===== src/rtl/pc_pkg.sv =====
// Shared types and constants for the fetch sequencer.
// Optional build macro PC_ALIGN_CHK_EN is consumed by pc_fetch_ctrl.
package pc_pkg;

  localparam int ADDR_W  = 16;
  localparam int INSTR_W = 16;
  localparam int PC_INC  = 2;

  localparam logic [ADDR_W-1:0] RESET_VEC  = 16'h0000;
  localparam logic [ADDR_W-1:0] ALIGN_MASK = ADDR_W'(PC_INC - 1);

  typedef enum logic [1:0] {
    IDLE,
    REQ,
    HOLD,
    HALTED
  } state_e;

  typedef enum logic {
    SEL_INC,
    SEL_REDIR
  } pc_sel_e;

endpackage


===== src/rtl/pc_fetch_ctrl_if.sv =====
// Fetch-side bus: imem request/ack, decode handshake, redirect and halt.
// master = sequencer side, slave = memory/decode/branch side.
interface pc_fetch_ctrl_if;
  import pc_pkg::*;

  logic               imem_req;
  logic [ADDR_W-1:0]  imem_addr;
  logic               imem_ack;
  logic [INSTR_W-1:0] imem_rdata;
  logic               if_valid;
  logic [INSTR_W-1:0] if_instr;
  logic [ADDR_W-1:0]  if_pc;
  logic               id_ready;
  logic               redirect_valid;
  logic [ADDR_W-1:0]  redirect_target;
  logic               halt_req;
  logic               halted;
  logic               misalign_err;

  modport master (
    output imem_req, imem_addr,
    input  imem_ack, imem_rdata,
    output if_valid, if_instr, if_pc,
    input  id_ready,
    input  redirect_valid, redirect_target,
    input  halt_req,
    output halted, misalign_err
  );

  modport slave (
    input  imem_req, imem_addr,
    output imem_ack, imem_rdata,
    input  if_valid, if_instr, if_pc,
    output id_ready,
    output redirect_valid, redirect_target,
    output halt_req,
    input  halted, misalign_err
  );

endinterface


===== src/rtl/pc_reg.sv =====
// Program counter register: async reset, load enable,
// next value is either pc+PC_INC (wrapping) or a redirect target.
module pc_reg
  import pc_pkg::*;
(
  input  logic              clk,
  input  logic              rst,
  input  logic              ld_en,
  input  pc_sel_e           sel,
  input  logic [ADDR_W-1:0] redir_tgt,
  output logic [ADDR_W-1:0] pc
);

  logic [ADDR_W-1:0] pc_nxt;

  always_comb begin
    pc_nxt = pc + ADDR_W'(PC_INC);
    if (sel == SEL_REDIR) pc_nxt = redir_tgt;
  end

  always_ff @(posedge clk or posedge rst) begin
    if (rst) begin
      pc <= RESET_VEC;
    end else if (ld_en) begin
      pc <= pc_nxt;
    end
  end

endmodule


===== src/rtl/pc_fetch_ctrl.sv =====
// Handshaked fetch sequencer: owns the PC, issues imem requests, holds for decode.
// Define PC_ALIGN_CHK_EN to reject misaligned redirects and flag misalign_err.
module pc_fetch_ctrl
  import pc_pkg::*;
(
  input logic             clk,
  input logic             rst,
  pc_fetch_ctrl_if.master bus
);

  state_e            state;
  logic [ADDR_W-1:0] pc;
  logic [ADDR_W-1:0] tgt;
  logic              redir;
  logic              squash;
  logic              halt_pend;
  logic              halt_now;
  logic              pc_ld;
  pc_sel_e           pc_sel;

  assign tgt      = bus.redirect_target & ~ALIGN_MASK;
  assign halt_now = halt_pend | bus.halt_req;

`ifdef PC_ALIGN_CHK_EN
  logic bad;
  logic mis_q;

  assign bad   = |(bus.redirect_target & ALIGN_MASK);
  assign redir = bus.redirect_valid & ~bad;

  always_ff @(posedge clk or posedge rst) begin
    if (rst) begin
      mis_q <= 1'b0;
    end else if (bus.redirect_valid && bad) begin
      mis_q <= 1'b1;
    end
  end

  assign bus.misalign_err = mis_q;
`else
  assign redir            = bus.redirect_valid;
  assign bus.misalign_err = 1'b0;
`endif

  always_comb begin
    pc_ld  = 1'b0;
    pc_sel = SEL_INC;
    if (redir) begin
      pc_ld  = 1'b1;
      pc_sel = SEL_REDIR;
    end else if (state == REQ && bus.imem_ack && !squash) begin
      pc_ld = 1'b1;
    end
  end

  pc_reg u_pc_reg (
    .clk       (clk),
    .rst       (rst),
    .ld_en     (pc_ld),
    .sel       (pc_sel),
    .redir_tgt (tgt),
    .pc        (pc)
  );

  always_ff @(posedge clk or posedge rst) begin
    if (rst) begin
      state         <= IDLE;
      bus.imem_req  <= 1'b0;
      bus.imem_addr <= RESET_VEC;
      bus.if_valid  <= 1'b0;
      bus.if_instr  <= '0;
      bus.if_pc     <= '0;
      bus.halted    <= 1'b0;
      squash        <= 1'b0;
      halt_pend     <= 1'b0;
    end else begin
      unique case (state)
        IDLE: begin
          if (redir) begin
            state         <= REQ;
            bus.imem_req  <= 1'b1;
            bus.imem_addr <= tgt;
            halt_pend     <= halt_now;
          end else if (halt_now) begin
            state      <= HALTED;
            bus.halted <= 1'b1;
            halt_pend  <= 1'b0;
          end else begin
            state         <= REQ;
            bus.imem_req  <= 1'b1;
            bus.imem_addr <= pc;
          end
        end
        REQ: begin
          if (bus.halt_req) halt_pend <= 1'b1;
          if (bus.imem_ack) begin
            // Stale or redirected data: reissue at the live pc.
            if (squash || redir) begin
              squash        <= 1'b0;
              bus.imem_addr <= redir ? tgt : pc;
            end else begin
              state        <= HOLD;
              bus.imem_req <= 1'b0;
              bus.if_valid <= 1'b1;
              bus.if_instr <= bus.imem_rdata;
              bus.if_pc    <= bus.imem_addr;
            end
          end else if (redir) begin
            squash <= 1'b1;
          end
        end
        HOLD: begin
          if (bus.halt_req) halt_pend <= 1'b1;
          if (redir) begin
            state         <= REQ;
            bus.if_valid  <= 1'b0;
            bus.imem_req  <= 1'b1;
            bus.imem_addr <= tgt;
          end else if (bus.id_ready) begin
            bus.if_valid <= 1'b0;
            if (halt_now) begin
              state      <= HALTED;
              bus.halted <= 1'b1;
              halt_pend  <= 1'b0;
            end else begin
              state         <= REQ;
              bus.imem_req  <= 1'b1;
              bus.imem_addr <= pc;
            end
          end
        end
        HALTED: begin
          if (redir) begin
            state         <= REQ;
            bus.halted    <= 1'b0;
            bus.imem_req  <= 1'b1;
            bus.imem_addr <= tgt;
          end
        end
        default: state <= IDLE;
      endcase
    end
  end

endmodule


===== src/flat_wrapper.sv =====
// flat-port wrapper written by rule: the top's interface ports become plain ports
module pc_fetch_ctrl_flat import pc_pkg::*;
  (clk, rst, bus_imem_req, bus_imem_addr, bus_imem_ack, bus_imem_rdata, bus_if_valid, bus_if_instr, bus_if_pc, bus_id_ready, bus_redirect_valid, bus_redirect_target, bus_halt_req, bus_halted, bus_misalign_err);
  pc_fetch_ctrl_if bus_i ();
  input logic clk;
  input logic rst;
  output wire logic [$bits(bus_i.imem_req)-1:0] bus_imem_req;
  output wire logic [$bits(bus_i.imem_addr)-1:0] bus_imem_addr;
  input wire logic [$bits(bus_i.imem_ack)-1:0] bus_imem_ack;
  input wire logic [$bits(bus_i.imem_rdata)-1:0] bus_imem_rdata;
  output wire logic [$bits(bus_i.if_valid)-1:0] bus_if_valid;
  output wire logic [$bits(bus_i.if_instr)-1:0] bus_if_instr;
  output wire logic [$bits(bus_i.if_pc)-1:0] bus_if_pc;
  input wire logic [$bits(bus_i.id_ready)-1:0] bus_id_ready;
  input wire logic [$bits(bus_i.redirect_valid)-1:0] bus_redirect_valid;
  input wire logic [$bits(bus_i.redirect_target)-1:0] bus_redirect_target;
  input wire logic [$bits(bus_i.halt_req)-1:0] bus_halt_req;
  output wire logic [$bits(bus_i.halted)-1:0] bus_halted;
  output wire logic [$bits(bus_i.misalign_err)-1:0] bus_misalign_err;
  assign bus_imem_req = bus_i.imem_req;
  assign bus_imem_addr = bus_i.imem_addr;
  assign bus_i.imem_ack = bus_imem_ack;
  assign bus_i.imem_rdata = bus_imem_rdata;
  assign bus_if_valid = bus_i.if_valid;
  assign bus_if_instr = bus_i.if_instr;
  assign bus_if_pc = bus_i.if_pc;
  assign bus_i.id_ready = bus_id_ready;
  assign bus_i.redirect_valid = bus_redirect_valid;
  assign bus_i.redirect_target = bus_redirect_target;
  assign bus_i.halt_req = bus_halt_req;
  assign bus_halted = bus_i.halted;
  assign bus_misalign_err = bus_i.misalign_err;
  pc_fetch_ctrl u_core (.clk(clk), .rst(rst), .bus(bus_i));
endmodule

===== config.mk =====
export PLATFORM = sky130hd
export DESIGN_NAME = pc_fetch_ctrl_flat
export DESIGN_NICKNAME = d
export VERILOG_FILES = /design/src/rtl/pc_pkg.sv /design/src/rtl/pc_fetch_ctrl_if.sv /design/src/rtl/pc_reg.sv /design/src/rtl/pc_fetch_ctrl.sv /design/src/flat_wrapper.sv
export SDC_FILE = /design/constraint.sdc
export NUM_CORES = 1
export LEC_CHECK = 0
export BUFFER_PORTS_ARGS = -buffer_cell sky130_fd_sc_hd__buf_2
export CORE_MARGIN = 10
export CORE_UTILIZATION = 25
export DETAILED_ROUTE_END_ITERATION = 10
export HOLD_SLACK_MARGIN = 0.03
export PLACE_DENSITY = 0.47
export REMOVE_ABC_BUFFERS = 1
export SLEW_MARGIN = 20
export SYNTH_ARGS = -nofsm -noshare
export SYNTH_HDL_FRONTEND = slang
export SYNTH_HIERARCHICAL = 1
export SYNTH_SLANG_ARGS = --single-unit

===== constraint.sdc =====
create_clock -name clk -period 2.3 [get_ports clk]
set_input_delay 0.345 -clock clk [delete_from_list [all_inputs] [get_ports clk]]
set_output_delay 0.345 -clock clk [all_outputs]
set_load 0.02 [all_outputs]

### Word level (Yosys, flattened, before mapping)

Cells that the tools add are included.

* add/sub/neg operators: 1
* reductions and logical operators: 16
* mux-type cells: 49
* bitwise operators: 2
* equal/unequal tests: 13

Operators by type and width (count)
* 2-to-1 mux 16 bit: 9
* one-hot mux 16 bit (4 select lines): 1
* 2-to-1 mux 1 bit: 27
* adder 16 x 2 -> 16 bit (second input constant): 1
* 2-to-1 mux 2 bit: 7
* inequality test 2 bit (second input constant): 7
* AND reduction 4 bit: 3
* one-hot mux 2 bit (4 select lines): 1
* one-hot mux 1 bit (3 select lines): 2
* AND reduction 3 bit: 2
* nonzero test 3 bit: 2
* AND reduction 5 bit: 1
* == test 2 bit (second input constant): 2
* one-hot mux 1 bit (4 select lines): 1
* nonzero test 2 bit: 2
* inequality test 3 x 2 -> 1 bit (second input constant): 1
* inequality test 3 bit (second input constant): 1
* == test 2 x 1 -> 1 bit (second input constant): 1
* logical AND 1 bit: 2
* logical NOT 2 bit: 1
* inequality test 2 x 1 -> 1 bit (second input constant): 1
* one-hot mux 1 bit (2 select lines): 1
* AND reduction 2 bit: 1
* logical NOT 1 bit: 1
* other kinds (3): 3

* input bits: 38
* bits in registers: 71
* output and inout bits: 52

### Depth between registers and ports, before layout

Gate-level depths: netlist of run 1.

* word-level depth: 5
* mapped depth: 9
* mapped depth without buffers: 8

### By module

The synthesis of run 1 kept the hierarchy.

Modules (own cells, without submodules)
* pc_fetch_ctrl: area each 2570.0 um2, instances 1, cells an instance 179, seq. area each 1376.3 um2
* pc_reg: area each 988.4 um2, instances 1, cells an instance 118, seq. area each 400.4 um2

### Worst setup path after synthesis of run 1

Ideal clock, no wire load.

* path type: register -> register
* from: register u_core.state[1]
* to: register u_core.bus.imem_addr[15]
* library setup time: 125 ps
* cell stages (with the launch flop): 9
* period minus slack after synthesis: 2008 ps
* buffers on the path: 2
* data required time: 2175 ps
* slack: 292 ps
* arrival: 1883 ps
* cell sequence: dfrtp_1 -> inv_1 -> ha_1 -> buf_6 -> nor2b_4 -> a211o_4 -> a21oi_4 -> buf_12 -> mux2_4

* cells in the longest elaborated chain, start to end: 3
* elaborated cells between the ends (all ways): 10
* classes of those cells: eq/ne (7); mux (1); reduce/logical (2)

Ends and longest elaborated chain
* start, declared: line pc_fetch_ctrl.sv:11 `state_e state;`
* start signal, assigned: line pc_fetch_ctrl.sv:67 `state <= IDLE;`
* start signal, assigned: line pc_fetch_ctrl.sv:80 `state <= REQ;`
* start signal, assigned: line pc_fetch_ctrl.sv:85 `state <= HALTED;`
* == test 2 bit or == test 2 x 1 -> 1 bit (tied branches): line pc_fetch_ctrl.sv:77 `unique case (state)`
* inequality test 3 bit (no line) or inequality test 2 bit (tied branches)
* AND reduction 4 bit (no line)
* end signal, assigned: line pc_fetch_ctrl.sv:82 `bus.imem_addr <= tgt;`
* end signal, assigned: line pc_fetch_ctrl.sv:91 `bus.imem_addr <= pc;`
* end signal, assigned: line pc_fetch_ctrl.sv:100 `bus.imem_addr <= redir ? tgt : pc;`
* end, declared: line pc_fetch_ctrl_if.sv:21 `output imem_req, imem_addr,`

Parallel ways exist; a longest one is shown, timed or not.
A chain may end at the register's enable or synchronous reset.

### Worst setup path after layout of run 1

* from: register u_core.state[1]
* to: register u_core.u_pc_reg.pc[6]

* cells in the longest elaborated chain, start to end: 5

Ends and longest elaborated chain
* == test 2 x 1 -> 1 bit: line pc_fetch_ctrl.sv:51 `end else if (state == REQ && bus.imem_ack && !squash) begin`
* logical AND 1 bit (2 in series): line pc_fetch_ctrl.sv:51
* 2-to-1 mux 1 bit: line pc_fetch_ctrl.sv:51
* 2-to-1 mux 1 bit: line pc_fetch_ctrl.sv:48 `if (redir) begin`
* named net u_core.pc_ld: line pc_fetch_ctrl.sv:18 `logic pc_ld;`
* end signal, assigned: line pc_reg.sv:25 `pc <= pc_nxt;`
* end, declared: line pc_reg.sv:11 `output logic [ADDR_W-1:0] pc`

The timed path passes the listed nets, and every way through them passes these cells.

==> results of run 1 <==
==> what timing repair did <==
action | in CTS | in global routing
hold buffers | 1 | 0
hold endpoints to repair | 13 | 0
resized for setup | 0 | 1
setup endpoints to repair | 0 | 12
==> worst max path at each step <==
stage	slack, ns	depth (start not counted)	end	startpoint
2_1_floorplan	-0.96	7	u_core/u_pc_reg/pc[7]	u_core/state[1]
3_3_place_gp	0.17	7	u_core/u_pc_reg/pc[6]	u_core/state[1]
6_report	0.17	7	u_core/u_pc_reg/pc[6]	u_core/state[1]
4_1_cts	0.11	7	u_core/u_pc_reg/pc[6]	u_core/state[1]
3_5_place_dp	0.12	7	u_core/u_pc_reg/pc[6]	u_core/state[1]
5_1_grt	0.02	7	u_core/u_pc_reg/pc[6]	u_core/state[1]
==> cell usage after synthesis, drive strengths merged <==
| library cell | number |
|---|---|
| o221ai | 4 |
| a311oi | 1 |
| clkbuf | 3 |
| nor4b | 1 |
| a22oi | 2 |
| nor3 | 10 |
| mux2i | 3 |
| o211ai | 1 |
| and3 | 3 |
| or2 | 2 |
| mux2 | 64 |
| nand4 | 2 |
| o21a | 1 |
| a31oi | 4 |
| a211oi | 3 |
| conb | 1 |
| o22a | 1 |
| a2111oi | 1 |
| a41oi | 2 |
| o311ai | 2 |
| or3 | 2 |
| o21ai | 13 |
| o31ai | 2 |
| buf | 11 |
| nor2b | 3 |
| a31o | 1 |
| nand2b | 4 |
| nand2 | 11 |
| dfrtp | 71 |
| a21oi | 13 |
| a211o | 2 |
| nor2 | 18 |
| nor3b | 1 |
| a22o | 1 |
| o22ai | 2 |
| inv | 12 |
| ha | 7 |
| and4 | 1 |
| nand3 | 6 |
| and2 | 1 |
| nor4 | 3 |
| or4 | 1 |
==> where the power goes <==
part / switching (mW) / total (mW) / internal (mW)
sequential: 0.428 / 2.25 / 1.83
clock: 0.504 / 1.30 / 0.798
combinational: 1.54 / 2.86 / 1.32
==> cells in the final DEF, fill, tap and decap left out, types with 5 or more instances in the layout <==
| master | synthesis | routed |
|---|---|---|
| a21oi_1 | 12 | 12 |
| buf_2 | 7 | 87 |
| buf_4 | 2 | 9 |
| clkbuf_16 | 0 | 9 |
| dfrtp_1 | 71 | 71 |
| ha_1 | 7 | 7 |
| inv_1 | 11 | 10 |
| mux2_2 | 50 | 50 |
| mux2_4 | 10 | 10 |
| nand2_1 | 11 | 11 |
| nand3_1 | 5 | 5 |
| nor2_1 | 18 | 18 |
| nor3_1 | 8 | 8 |
| o21ai_0 | 13 | 12 |
==> through the flow <==
stage	hold slack [ns]	area (um^2)
floorplan	0.259	3470
global placement	0.339	4230
detailed placement	0.341	4230
CTS	0.218	4510
global route	0.229	4520
finish	0.225	4520
==> routing by layer <==
metal	wire length, um	part of all wire, %	global-route usage (%)
met4	206	2.2	5.11
met3	662	7.2	2.99
met2	4050	44	13.9
met5	0	0	0
met1	4270	46	12.2
==> kinds of logic (layout without fill, tap and decap cells) <==
| kind of cell | count (synthesis) | in the layout |
|---|---|---|
| muxes | 67 | 67 |
| DFF | 71 | 71 |
| buffers and inverters | 26 | 123 |
| AOI/OAI and AO/OA | 56 | 56 |
| other | 1 | 3 |
| adders and majority gates | 7 | 7 |
| and+or+nand+nor | 69 | 69 |
==> area by class of cell <==
type / count / area [um^2] / share of cell area [%]
Sequential cell: 71 / 1780 / 39.3
Multi-Input combinational cell: 201 / 1660 / 36.8
Timing Repair Buffer: 98 / 533 / 11.8
Clock buffer: 12 / 267 / 5.90
Tap cell: 180 / 225 / 4.98
Inverter: 12 / 47.5 / 1.05
Clock inverter: 1 / 5.00 / 0.111
Antenna cell: 1 / 2.50 / 0.0554
==> worst register-to-register path, stage by stage (launching register included) <==
cell	delay, ns
dfrtp_1	0.41
inv_1	0.15
ha_1	0.35
nand2_1	0.20
o21ai_4	0.28
buf_4	0.27
o21ai_0	0.12
a22o_1	0.24
==> results.md, run 1 <==
| Result | Reported | Unit |
| --- | --- | --- |
| Outcome | finished, final reports clean | - |
| Area contributors post-synth | dfrtp_1, mux2_2, mux2_4 | - |
| Type of the tightest min-delay check | in -> reg | - |
| Multiplexer share of the synthesized area | 22.2 | % |
| Number of port buffers | 87 | - |
| Startpoint Class | register | - |
| CP max FO | 17 | - |
| Clock tree from TritonCTS | built | - |
| Fmax | 0.470 | GHz |
| Final antenna-violating net count | 0 | - |
| Fraction of final layout cells with drive strength greater than 1 | 46.1 | % |
| Antenna violations before repair | 1 | - |
| Slowest stage delay, CP | 0.41 | ns |
| Post-Syn Instances | 297 | - |
| Initial core utilization | 25.5 | % |
| Number of iterations in the first detailed-routing pass | 4 | - |
| Required time reported for the critical path endpoint | 2.53 | ns |
| Root Driver | clkbuf_16 | - |
| Crit path cell chain | inv_1 > ha_1 > nand2_1 > o21ai_4 > buf_4 > o21ai_0 > a22o_1 | - |
| Max-Slew Margin vs Limit | 52.0 | % |
| Unrepaired setup endpoints after global routing | no | - |
| TNS Setup | 0 | ns |
| Adder-Cell Fraction of Synth Area | 2.46 | % |
| Clock Tree Buf Depth | 2 | - |
| Num ports | 90 | - |
| Post-synthesis cell area | 3560 | um^2 |
| Core box area | 13900 | um^2 |
| Worst-margin pin slew | 0.720 | ns |
| Floorplan die width | 139 | um |
| Final HPWL from detailed placement | 6.74 | mm |
| Pleak | 2.06 | nW |
| Power Total | 6.42 | mW |
| Kind of cell with the highest combined delay on the critical path | compound AO/OA/AOI/OAI gates | - |
| Number of distinct library cell variants in the gate-level netlist after synthesis | 56 | - |
| Final setup skew | 0.00478 | ns |
| Buffers and inverters on the worst path | 2 | - |
| Slew Limit Fails | 0 | - |
| First-iteration detailed-routing DRC count | 82 | - |
| Area share of the largest cell type after synthesis | 49.9 | % |
| Synth Area in XOR/XNOR | 0 | % |
| Final Instance Count excl. Fillers | 576 | - |
| Arrival @ worst endpoint | 2.35 | ns |
| Later-pin clock latency in the skew report | 0.34 | ns |
| Final number of hold-violating endpoints | 0 | - |
| Buffers inserted during post-CTS setup optimization | 0 | - |
| Minimum period implied by the final worst setup slack | 2.13 | ns |
| Crit path max-delay cell type | dfrtp_1 | - |
| Routed vias/inst | 4.59 | - |
| Grt total ovfl | 0 | - |
| Row count | 43 | - |
| Die boundary height | 139 | um |
| Depth of the most critical reg-to-reg path | 7 | - |
| Simple-gate area share of the yosys netlist | 10.4 | % |
| Final WS setup | 0.173 | ns |
| # clock sinks | 71 | - |
| Pin count of the biggest net entering global routing | 43 | - |
| Routed Wire Length | 9.19 | mm |
| Global routing usage summed across all routing layers | 9.54 | % |
| First-pass GRT wire length | 14.9 | mm |
| Routability Congestion | 0.791 | - |
| Routed via count | 2643 | - |
| Proportion of synthesized chip area in sequential cells | 49.9 | % |
| VDD IR-drop max | 441 | uV |
| Filler Cell Count | 1421 | - |
| Critical R2R Launch | u_core/state[1] | - |
| Endpoint of the worst-slack reg-to-reg timing path | u_core/u_pc_reg/pc[6] | - |
| Placement-stage worst setup slack | 0.118 | ns |
| Kind of end point of the critical path | register | - |
| Final routed DRC violation total | 0 | - |
| Final clock period utilization by the worst path | 92.5 | % |
| Warnings, synthesis | 6 | - |
| Worst-path clk slew | 0.06 | ns |
| Synthesized area divided by synthesized cell count | 12.0 | um^2 |
| Flip-flop and latch count after synthesis | 71 | - |
| Critical path start-end classification | reg -> reg | - |
| DIE AREA | 19400 | um^2 |
| Nets@finish | 438 | - |
| DR WL/cell | 15.9 | um |
| Hold path endpoint | u_core/bus.if_instr[8] | - |
| Power per cell area | 1420 | nW/um^2 |
| Main combinational cell family by area after synthesis | multiplexers | - |
| Count of maximum capacitance violations | 0 | - |
| Fraction of the mapped netlist area in compound gates | 11.0 | % |
| Total setup violations reported at the end of the flow | 0 | - |
| Syn-to-layout area delta | 27.0 | % |
| Hold Crit Start | bus_imem_rdata[8] | - |
| Number of placed instances, taps included | 561 | - |
| Final Core Density | 32.4 | % |
| Worst reg2reg setup slack | 0.17 | ns |
| Library cell occupying the most area in the post-synthesis netlist | dfrtp_1 | - |
| Maximum level of the CTS H-tree | 3 | - |
| Number of global-route vias before repair | 2740 | - |
| Number of buffers added by the clock tree synthesis step | 9 | - |
| Number of cells on the worst hold path | 2 | - |
No activity file was read; power rests on OpenSTA's default activity.
==> run 2: changes to the inputs <==
--- a/config.mk
+++ b/config.mk
@@ -15,5 +15,4 @@
 export SLEW_MARGIN = 20
 export SYNTH_ARGS = -nofsm -noshare
 export SYNTH_HDL_FRONTEND = slang
-export SYNTH_HIERARCHICAL = 1
 export SYNTH_SLANG_ARGS = --single-unit
==> results.md, run 2 <==
| Result | Reported | Unit | Delta |
| --- | --- | --- | --- |
| Outcome | finished, final reports clean | - |  |
| Most instantiated cells after synthesis | dfrtp_1, mux2_2, nand2_1 | - |  |
| Root Driver | clkbuf_16 | - |  |
| Fmax | 0.471 | GHz | +0.16% |
| Floorplan die width | 136 | um | -2.4% |
| Worst-path clk slew | 0.06 | ns | about the same |
| Grt total ovfl | 0 | - | unchanged |
| Post-synth EDFFs | 0 | - | unchanged |
| Required time reported for the critical path endpoint | 2.52 | ns | about the same |
| Type of the tightest min-delay check | in -> async | - |  |
| Number of buffers added by the clock tree synthesis step | 9 | - | unchanged |
| Routed via count | 2430 | - | -8.1% |
| Count of maximum capacitance violations | 0 | - | unchanged |
| Slowest stage delay, CP | 0.50 | ns | +0.09 ns |
| Dominant register cell in the synthesized netlist | dfrtp_1 | - |  |
| CTS hold repair buffers | 0 | - | -1 |
| Fraction of final layout cells with drive strength greater than 1 | 47.3 | % | +1.2 points |
| VDD IR-drop max | 449 | uV | +1.7% |
| Crit path top cell by count | inv_1 | - |  |
| Number of placed instances, taps included | 544 | - | -3.0% |
| Num ports | 90 | - | unchanged |
| Critical path start-end classification | reg -> reg | - |  |
| Number of global-route vias before repair | 2559 | - | -6.6% |
| Routed Wire Length | 8.40 | mm | -8.6% |
| First-pass GRT wire length | 13.5 | mm | -9.0% |
| Slew Limit Fails | 0 | - | unchanged |
| Final routed DRC violation total | 0 | - | unchanged |
| Cts repair resizes | 0 | - | unchanged |
| Final number of hold-violating endpoints | 0 | - | unchanged |
| Final HPWL from detailed placement | 6.23 | mm | -7.7% |
| FFs w/ async S/R, synth | 100 | % | unchanged |
| Final Core Density | 32.7 | % | +0.29 points |
| Syn-to-layout area delta | 28.3 | % |  |
| Row count | 42 | - | -2.3% |
| Depth of the most critical reg-to-reg path | 7 | - | unchanged |
| Most common cell after layout, fill and taps aside | buf_2 | - |  |
| Number of distinct library cell variants in the gate-level netlist after synthesis | 43 | - | -23% |
| Power per cell area | 1350 | nW/um^2 | -4.6% |
| Library cell occupying the most area in the post-synthesis netlist | dfrtp_1 | - |  |
| Routed vias/inst | 4.34 | - | -5.4% |
| Final hold slack | 0.0546 | ns | -0.171 ns |
| Final Instance Count excl. Fillers | 560 | - | -2.8% |
| Largest registers | u_core.bus.if_instr: 16 flops, u_core.bus.if_pc: 16 flops, u_core.bus.imem_addr: 16 flops | - |  |
| Post-synthesis cell area | 3370 | um^2 | -5.4% |
| Clock Tree Buf Depth | 2 | - | unchanged |
| Nets@finish | 425 | - | -3.0% |
| Synthesized area divided by synthesized cell count | 11.9 | um^2 | -1.1% |
| Pleak | 1.97 | nW | -4.5% |
| Startpoint Class | register | - |  |
| DR WL/cell | 15.0 | um | -6.0% |
| Max-Slew Margin vs Limit | 56.5 | % | +4.5 points |
| Number of iterations in the first detailed-routing pass | 4 | - | unchanged |
| Crit path max-delay cell type | dfrtp_1 | - |  |
| First-iteration detailed-routing DRC count | 103 | - | +26% |
| Most frequent cell after synthesis | dfrtp_1 | - |  |
| Number of port buffers | 87 | - | unchanged |
| Buffers inserted during post-CTS setup optimization | 0 | - | unchanged |
| Flip-flop and latch count after synthesis | 70 | - | -1.4% |
| Minimum period implied by the final worst setup slack | 2.12 | ns | -0.00347 ns |
| Crit path cell chain | inv_1 > ha_1 > inv_1 > o2bb2ai_1 > or3_1 > buf_4 > mux2_2 | - |  |
| Maximum level of the CTS H-tree | 3 | - | unchanged |
| Area share of the largest cell type after synthesis | 52.0 | % | +2.1 points |
| Total setup violations reported at the end of the flow | 0 | - | unchanged |
| Pin count of the biggest net entering global routing | 35 | - | -19% |
| Post-Syn Instances | 284 | - | -4.4% |
| Warnings, synthesis | 0 | - | -6 |
| Global routing usage summed across all routing layers | 9.39 | % | -0.15 points |
| Final antenna-violating net count | 0 | - | unchanged |
| Antenna violations before repair | 1 | - | unchanged |
| Routability Congestion | 0.805 | - | +1.7% |
| Core box area | 13200 | um^2 | -5.3% |
| Final clock period utilization by the worst path | 92.3 | % | -0.15 points |
| # clock sinks | 70 | - | -1.4% |
| Proportion of synthesized chip area in sequential cells | 52.0 | % | +2.1 points |
| CP max FO | 9 | - | -8 |
| Later-pin clock latency in the skew report | 0.34 | ns | about the same |
| Die boundary height | 136 | um | -2.4% |
| DIE AREA | 18500 | um^2 | -4.6% |
| TNS Setup | 0 | ns | unchanged |
| Kind of end point of the critical path | register | - |  |
| Unrepaired setup endpoints after global routing | no | - |  |
| Arrival @ worst endpoint | 2.34 | ns | about the same |
| Final setup skew | 0.00559 | ns | +0.000812 ns |
| Area contributors post-synth | dfrtp_1, mux2_2, ha_1 | - |  |
| Clock tree from TritonCTS | built | - |  |
| Power Total | 5.85 | mW | -8.9% |
| Initial core utilization | 25.5 | % | about the same |
| Worst-margin pin slew | 0.653 | ns | -0.0670 ns |
| Most used cells in the layout excluding fill and tap cells | buf_2, dfrtp_1, mux2_2 | - |  |
[run 2: kinds of logic after synthesis]
group	synth area share [%]
simple gates	11.3
buf+inv	3.83
mux	21.0
other cells	0.111
compound gates	6.39
flops	52.0
xor+xnor	2.34
fa+ha+maj	2.97
[run 2: area by class of cell]
cell class                 instances  area [um^2]
tap                              176          220
antenna                            1         2.50
clock buffer                      15          288
inverter                          11         42.5
multi-input combinational        188         1490
fill                            1364         8870
timing repair buffer              99          526
sequential                        70         1750
[run 2: metrics by stage]
stage	area (um^2)	setup WS [ns]
floorplan	3280	0.165
global placement	4030	0.271
detailed placement	4030	0.214
CTS	4310	0.198
global route	4310	0.0671
finish	4320	0.177
[run 2: final timing paths]
check | to | slack, ns | from
min in group clk | u_core.u_pc_reg.pc[2] | 0.22 | bus_redirect_target[2]
worst min-delay path | u_core.bus.if_instr[12] | 0.05 | rst
worst min register to register | u_core.bus.imem_req | 0.50 | u_core.bus.imem_req
worst max-delay path | u_core.bus.imem_addr[4] | 0.18 | u_core.state[1]
max in group asynchronous | u_core.u_pc_reg.pc[7] | 1.57 | rst
worst max register to register | u_core.bus.imem_addr[4] | 0.18 | u_core.state[1]
[run 2: report_power, final]
group          switching (mW)  internal (mW)  total (mW)
combinational            1.34           1.09        2.43
clock                   0.511          0.843        1.35
sequential              0.322           1.74        2.06
total                    2.18           3.67        5.85
[run 2: critical path, delay by kind of cell, from the launching register on]
family                     cells  cell delay [ns]
and+or+nand+nor                1             0.38
adders and majority gates      1             0.30
DFF                            1             0.50
muxes                          1             0.28
buffers and inverters          3             0.47
AOI/OAI and AO/OA              1             0.08
[run 2: layer usage]
layer	GRT usage, %	up-vias	wire length (um)	share of wire [%]
met5	0	-	0	0
met4	3.91	0	166	2.0
met3	4.02	13	534	6.4
met2	14.4	57	3890	46
met1	11.3	1172	3800	45
li1	-	1188	-	-
